--- src/rtl/present_sbox_nibble_sequencer.sv ---
// Nibble-serial sequencer for a shared 2-share masked PRESENT S-box gadget.
// Issues one nibble per randomness word and collects results back into a 64-bit state.
module present_sbox_nibble_sequencer #(
  parameter int unsigned SBOX_LAT = 1,
  parameter int unsigned NIBBLES  = 16
) (
  input  logic        clk,
  input  logic        rst,
  input  logic        start,
  input  logic [63:0] state_in0,
  input  logic [63:0] state_in1,
  output logic        busy,
  output logic        done,
  output logic [63:0] state_out0,
  output logic [63:0] state_out1,
  input  logic        rnd_valid,
  output logic        rnd_ready,
  input  logic [63:0] rnd_in,
  output logic        sbox_en,
  output logic [3:0]  sbox_in0,
  output logic [3:0]  sbox_in1,
  output logic [63:0] sbox_r,
  input  logic [3:0]  sbox_out0,
  input  logic [3:0]  sbox_out1
);

  localparam logic [4:0] LAST = 5'(NIBBLES - 1);

  typedef enum logic [1:0] {
    IDLE,
    ISSUE,
    DRAIN,
    DONE
  } state_t;

  state_t      state;
  logic [63:0] sh0;
  logic [63:0] sh1;
  logic [4:0]  issue_cnt;
  logic [4:0]  collect_cnt;
  logic        issue;
  logic        tok_out;
  logic        capture;
  logic        last_cap;

  // rnd_ready is a registered copy of "in ISSUE", so an issue is exactly a handshake.
  assign issue    = rnd_ready && rnd_valid;
  assign capture  = tok_out && busy;
  assign last_cap = capture && (collect_cnt == LAST);

  always_comb begin
    sbox_en  = issue;
    sbox_in0 = '0;
    sbox_in1 = '0;
    sbox_r   = '0;
    if (issue) begin
      sbox_in0 = sh0[3:0];
      sbox_in1 = sh1[3:0];
      sbox_r   = rnd_in;
    end
  end

  // Token pipe mirrors the gadget latency so captures line up with issues despite bubbles.
  generate
    if (SBOX_LAT == 0) begin : g_comb
      assign tok_out = issue;
    end else begin : g_pipe
      logic [SBOX_LAT-1:0] tok_pipe;

      always_ff @(posedge clk or posedge rst) begin
        if (rst) begin
          tok_pipe <= '0;
        end else begin
          tok_pipe[0] <= issue;
          for (int unsigned i = 1; i < SBOX_LAT; i++) begin
            tok_pipe[i] <= tok_pipe[i-1];
          end
        end
      end

      assign tok_out = tok_pipe[SBOX_LAT-1];
    end
  endgenerate

  always_ff @(posedge clk or posedge rst) begin
    if (rst) begin
      state       <= IDLE;
      busy        <= 1'b0;
      done        <= 1'b0;
      rnd_ready   <= 1'b0;
      sh0         <= '0;
      sh1         <= '0;
      issue_cnt   <= '0;
      collect_cnt <= '0;
      state_out0  <= '0;
      state_out1  <= '0;
    end else begin
      done <= 1'b0;

      if (capture) begin
        state_out0  <= {sbox_out0, state_out0[63:4]};
        state_out1  <= {sbox_out1, state_out1[63:4]};
        collect_cnt <= collect_cnt + 5'd1;
      end

      case (state)
        IDLE: begin
          if (start) begin
            sh0         <= state_in0;
            sh1         <= state_in1;
            issue_cnt   <= '0;
            collect_cnt <= '0;
            busy        <= 1'b1;
            rnd_ready   <= 1'b1;
            state       <= ISSUE;
          end
        end

        ISSUE: begin
          if (issue) begin
            sh0       <= {4'h0, sh0[63:4]};
            sh1       <= {4'h0, sh1[63:4]};
            issue_cnt <= issue_cnt + 5'd1;
            if (issue_cnt == LAST) begin
              rnd_ready <= 1'b0;
              // With a combinational gadget the final capture lands in this same cycle.
              if (last_cap) begin
                busy  <= 1'b0;
                done  <= 1'b1;
                state <= DONE;
              end else begin
                state <= DRAIN;
              end
            end
          end
        end

        DRAIN: begin
          if (last_cap) begin
            busy  <= 1'b0;
            done  <= 1'b1;
            state <= DONE;
          end
        end

        DONE: begin
          state <= IDLE;
        end

        default: begin
          state <= IDLE;
        end
      endcase
    end
  end

endmodule

--- config.mk ---
export PLATFORM = sky130hd
export DESIGN_NAME = present_sbox_nibble_sequencer
export DESIGN_NICKNAME = d
export VERILOG_FILES = /design/src/rtl/present_sbox_nibble_sequencer.sv
export SDC_FILE = /design/constraint.sdc
export NUM_CORES = 1
export LEC_CHECK = 0
export ABC_AREA = 1
export ABC_CLOCK_PERIOD_IN_PS = 9000
export BUFFER_PORTS_ARGS = -buffer_cell sky130_fd_sc_hd__buf_4
export CORE_MARGIN = 2
export CORE_UTILIZATION = 43
export CTS_BUF_LIST = sky130_fd_sc_hd__clkbuf_8 sky130_fd_sc_hd__clkbuf_16
export DETAILED_ROUTE_END_ITERATION = 6
export MAX_ROUTING_LAYER = met4
export PLACE_DENSITY = 0.73
export SYNTH_ARGS = -nofsm -noshare
export SYNTH_HDL_FRONTEND = slang
export SYNTH_SLANG_ARGS = --single-unit
--- constraint.sdc ---
create_clock -name clk -period 9 [get_ports clk]
set_input_delay 1.8 -clock clk [delete_from_list [all_inputs] [get_ports clk]]
set_output_delay 1.8 -clock clk [all_outputs]
set_load 0.005 [all_outputs]
==> results.cfg, run 1 <==
[sta]
finalCriticalPeriod_ps = 4660
fin_tns_setup_ps = 0
post-route-period-util = 0.518
grt_setup_unrepaired = no
slew_violations = 0
fmax_mhz = 214
clock_skew_ps = 11.9
setup_violations = 0
hold_violations = 0
slew_headroom = 0.272
worst_slew_pin_slew_ps = 1090

[critical_path]
cp.required_ps = 7200
arrival_ps = 2860
critPathKind = in -> out
timing.rr.start = state[1]
cp-start-kind = input port
end_kind = output pin
crit_start = rnd_valid
cp_max_fo = 74
r2r_cells = 10

[synth]
postSynth.asyncResetShare = 1.00
yosysTopAreaCellShare = 0.561
yosys_most_used_dff = dfrtp_1
yosysTopAreaCell = dfrtp_1
ys_seq_elements = 272
syn-num-nets = 1576
synth.yosys.warnings = 0
synth_edf_count = 0
yosysSeqAreaShare = 0.561
synthCells = 1365
synth_area_leaders = dfrtp_1, nand2_1, mux2i_1
syn_area_mm2 = 0.0121
ys_types = 22
avgSynthCellArea_um2 = 8.89

[global_route]
track_usage = 0.222
grt_pass1_vias = 9521
grt_pass1_wl_mm = 50.9
grt_max_degree = 153
gr-total-overflow = 0
antenna_found_initial = 3

[run_status]
status = complete, no violations

[cts]
cts.clk_slew.worst_paths_ps = 60
post_cts_resized = 0
ctsHoldBuffers = 0
cts_tree = yes
clk_path_buf_depth = 3
clock-root-buffer = clkbuf_16
clk_latency_ps = 550
cts_htree_levels = 1
cts.sinks = 272
cts_inserted_buffers = 29
cts_setup_buffers = 0

[route]
via_per_inst = 4.70
route.detailed.drc = 0
drt_pass1_iterations = 4
wl_mm = 33.0
vias = 10000
wl_per_cell_um = 15.4
ant_nets = 0
initialDrtViolationCount = 748

[die]
io_pins = 408
die_w_um = 172
start_util = 0.437
core_area_mm2 = 0.0278
fp-row-count = 61
dieArea_mm2 = 0.0296
dieHeight_um = 172

[layout]
final_util = 0.587
drive_gt1_frac = 0.282
nets = 1943
syn_to_final_growth_pct = 34.4

[run]
cap_violations = 0

[min_path]
hp-class = reg -> reg
min_from = state_out1[3]
whs_path_depth = 2

[pwr]
irDropWorstVdd_mv = 0.116
p_leak_nw = 8.68
p_per_area_mw_per_mm2 = 156

[place]
io_buffers = 407
hpwlAfterDp_mm = 22.8
place_congestion = 0.838
synth_stat cells (2+ instances only):
cell type,count
o21ai_1,116
buf_4,4
nor2_1,86
buf_6,13
a21oi_1,4
inv_1,98
nand4_1,2
inv_2,3
buf_2,24
ha_1,7
mux2i_1,114
dfrtp_1,272
nand2_1,520
o21ai_0,25
o21ai_2,10
clkbuf_1,29
buf_1,7
nand3_1,16
nand2_2,12
worst max-delay path, stage by stage:
cell and delay, ps:
buf_4 120, nand2_4 540, inv_1 180, buf_4 200
per-layer routing:
metal / vias up / global-route usage / routed length, um
li1: 5027 / - / -
met1: 4686 / 0.318 / 15500
met2: 263 / 0.308 / 14000
met3: 58 / 0.0645 / 2590
met4: 0 / 0.0566 / 851
met5: - / - / 0
per-stage QoR:
| stage | area [um^2] | setup slack [ps] | cells | power [mW] | hold WS (ps) |
|---|---|---|---|---|---|
| floorplan | 12100 | 3600 | 1365 | 1.28 | 442 |
| global placement | 15300 | 3850 | 2079 | 1.36 | 457 |
| detailed placement | 15300 | 3690 | 2079 | 1.37 | 466 |
| CTS | 16300 | 3850 | 2131 | 2.58 | 483 |
| global route | 16300 | 4230 | 2134 | 2.64 | 508 |
| finish | 16300 | 4340 | 2135 | 2.55 | 481 |
registers in the layout (all words and copies together), names as in the netlist:
signal,cells
g_pipe.tok_pipe,1
state,2
rnd_ready,1
state_out0,64
sh1,64
state_out1,64
sh0,64
collect_cnt,5
done,1
issue_cnt,5
busy,1
logic make-up (layout without fill, tap and decap cells):
group / Yosys count / after routing / share of synthesized area
compound gates: 156 / 156 / 0.0676
other cells: 0 / 4 / 0
flops: 272 / 272 / 0.561
buf+inv: 179 / 567 / 0.0681
simple gates: 637 / 637 / 0.202
mux: 114 / 114 / 0.0941
fa+ha+maj: 7 / 7 / 0.00722
path summary, 6_finish.rpt:
| kind | slack (ps) | end |
|---|---|---|
| worst max-delay path | 4340 | sbox_en |
| worst min-delay path | 480 | state_out1[3] |
| worst max register to register | 5090 | sh1[44] |
| worst min register to register | 480 | state_out1[3] |
| max in group asynchronous | 6040 | state_out0[10] |
| min in group asynchronous | 1520 | state_out1[15] |
area by class of cell:
type	instances	area, um^2
fill	2503	11500
sequential	272	6810
multi-input combinational	914	4540
timing repair buffer	414	3120
clock buffer	35	808
tap	378	473
inverter	101	384
clock inverter	17	161
antenna	4	10.0
power by group:
part / internal (mW) / switching (mW)
Combinational: 0.0668 / 0.0518
Clock: 0.719 / 0.488
Sequential: 1.22 / 0
Total: 2.01 / 0.540
placed cells by master, fill, tap and decap left out:
cell | synthesis | routed
buf_4 | 4 | 413
bufinv_16 | 0 | 3
ha_1 | 7 | 6
o21ai_1 | 116 | 116
o21ai_0 | 25 | 25
nand2_2 | 12 | 11
ha_4 | 0 | 1
clkinvlp_4 | 0 | 2
nand2_4 | 0 | 2
diode_2 | 0 | 4
nand2_1 | 520 | 518
nand4_1 | 2 | 2
a21oi_1 | 4 | 4
a31oi_1 | 1 | 1
clkbuf_8 | 0 | 6
o21ai_2 | 10 | 10
nand3_1 | 16 | 16
clkinv_2 | 0 | 13
dfrtp_1 | 272 | 272
nand2_8 | 0 | 1
or2_2 | 1 | 1
nor2_1 | 86 | 86
inv_1 | 98 | 98
inv_2 | 3 | 2
clkbuf_16 | 0 | 29
buf_12 | 0 | 1
mux2i_1 | 114 | 114
Note: power is estimated with default switching activity, not from simulation.
==> run 2, diff against run 1 <==
--- a/config.mk
+++ b/config.mk
@@ -6,14 +6,14 @@
 export NUM_CORES = 1
 export LEC_CHECK = 0
 export ABC_AREA = 1
-export ABC_CLOCK_PERIOD_IN_PS = 9000
+export ABC_CLOCK_PERIOD_IN_PS = 4570
 export BUFFER_PORTS_ARGS = -buffer_cell sky130_fd_sc_hd__buf_4
 export CORE_MARGIN = 2
 export CORE_UTILIZATION = 43
 export CTS_BUF_LIST = sky130_fd_sc_hd__clkbuf_8 sky130_fd_sc_hd__clkbuf_16
 export DETAILED_ROUTE_END_ITERATION = 6
 export MAX_ROUTING_LAYER = met4
-export PLACE_DENSITY = 0.73
+export PLACE_DENSITY = 0.7
 export SYNTH_ARGS = -nofsm -noshare
 export SYNTH_HDL_FRONTEND = slang
 export SYNTH_SLANG_ARGS = --single-unit
==> constraint.sdc (replaced) <==
create_clock -name clk -period 4.57 [get_ports clk]
set_input_delay 0.914 -clock clk [delete_from_list [all_inputs] [get_ports clk]]
set_output_delay 0.914 -clock clk [all_outputs]
set_load 0.005 [all_outputs]
==> results.cfg, run 2 (synthesis gave the netlist of run 1 again) <==
[cts]
cts_setup_buffers = 0
post_cts_resized = 0
ctsHoldBuffers = 0
clk_path_buf_depth = 3
cts.clk_slew.worst_paths_ps = 60
clock-root-buffer = clkbuf_16
clk_latency_ps = 550
cts_htree_levels = 1
cts_tree = yes
cts.sinks = 272
cts_inserted_buffers = 29

[layout]
final_cell_mix = nand2_1, buf_4, dfrtp_1, o21ai_1, mux2i_1
nets = 1945
multi_input_area_mm2 = 0.00453
syn_to_final_growth_pct = 34.6
drive_gt1_frac = 0.281
fillers = 2531
regArea_mm2 = 0.00681
final_common_cell = nand2_1
fin_area_mm2 = 0.0163

[pwr]
switching_share = 0.210
irDropWorstVdd_mv = 0.188
p_leak_nw = 8.70
p_int_mw = 3.95
pwr-share-seq = 0.482
comb_power_share = 0.047
switchingPower_mw = 1.05
pwr-share-clk = 0.471
p_per_area_mw_per_mm2 = 306

[sta]
fmax_mhz = 323
fin_tns_setup_ps = 0
slew_violations = 0
setup_violations = 0
clock_skew_ps = 24.1
worst_slew_pin_slew_ps = 1170
hold_violations = 0
grt_setup_unrepaired = no
finalCriticalPeriod_ps = 3090
post-route-period-util = 0.676
slew_headroom = 0.219

[critical_path]
arrival_ps = 2180
cp.required_ps = 3660
cp-start-kind = input port
worst_path_most_repeated_cell = buf_4
r2r_slack_ps = 1980
cp_max_fo = 73
slowest_stage = buf_4
end_kind = output pin
slowest_delay_ps = 560
critPathKind = in -> out
path_cells = buf_4 -> nand2_2 -> buf_4 -> inv_1 -> buf_4

[run]
cap_violations = 0

[global_route]
grt_pass1_vias = 9648
grt_max_degree = 170
gr-total-overflow = 0
track_usage = 0.223
grt_pass1_wl_mm = 51.3
antenna_found_initial = 2

[route]
vias = 9994
wl_per_cell_um = 15.4
via_per_inst = 4.68
ant_nets = 0
wl_mm = 32.8
initialDrtViolationCount = 720
drt_pass1_iterations = 4
route.detailed.drc = 0

[die]
io_pins = 408
die_w_um = 172
start_util = 0.437
dieArea_mm2 = 0.0296
fp-row-count = 61
core_area_mm2 = 0.0278
dieHeight_um = 172

[run_status]
status = complete, no violations

[place]
hpwlAfterDp_mm = 22.5
io_buffers = 407
place_congestion = 0.798
post_dp_cell_area_mm2 = 0.0153

[min_path]
hp-class = reg -> reg
-- run 2: path summary, 6_finish.rpt --
kind / start / cells after the start / to
max: rnd_valid / 5 / sbox_en
min: state_out1[1] / 2 / state_out1[1]
max reg2reg: state[1] / 5 / sh0[51]
min reg2reg: state_out1[1] / 2 / state_out1[1]
max in group asynchronous: rst / 3 / sh1[60]
min in group asynchronous: rst / 3 / sh0[41]
-- run 2: per-stage QoR --
stage,utilization,cells,hold slack [ps],power (mW),setup slack [ps]
CTS,0.587,2133,490,5.06,1490
global route,0.587,2135,506,5.19,1380
global placement,0.552,2081,454,2.69,1550
finish,0.588,2136,486,5.00,1480
detailed placement,0.552,2081,473,2.69,1520
floorplan,-,1365,442,2.53,60.6
-- run 2: power by group through the flow --
stage	sequential [mW]	clock (mW)	combinational [mW]
floorplan	2.45	0	0.0750
global placement	2.45	0	0.233
detailed placement	2.45	0	0.237
CTS	2.41	2.41	0.238
global route	2.41	2.53	0.262
finish	2.41	2.35	0.234
-- run 2: metal layers --
layer	vias to the layer above	part of all wire	track usage
li1	5022	-	-
met1	4671	0.46	0.310
met2	255	0.44	0.323
met3	46	0.081	0.0682
met4	0	0.017	0.0460
met5	-	0	-
-- run 2: area by class of cell --
type	count	share of cell area
repair buffers	416	0.193
clock buffers	38	0.0520
diodes	3	0.000460
well taps	378	0.0290
inverters	101	0.0235
multi-input cells	914	0.278
flip-flops and latches	272	0.417
clock inverters	14	0.00744
-- run 2: critical path, delay by kind of cell --
kind                   cells  cell delay, ps
buffers and inverters      4            1130
and+or+nand+nor            1              60
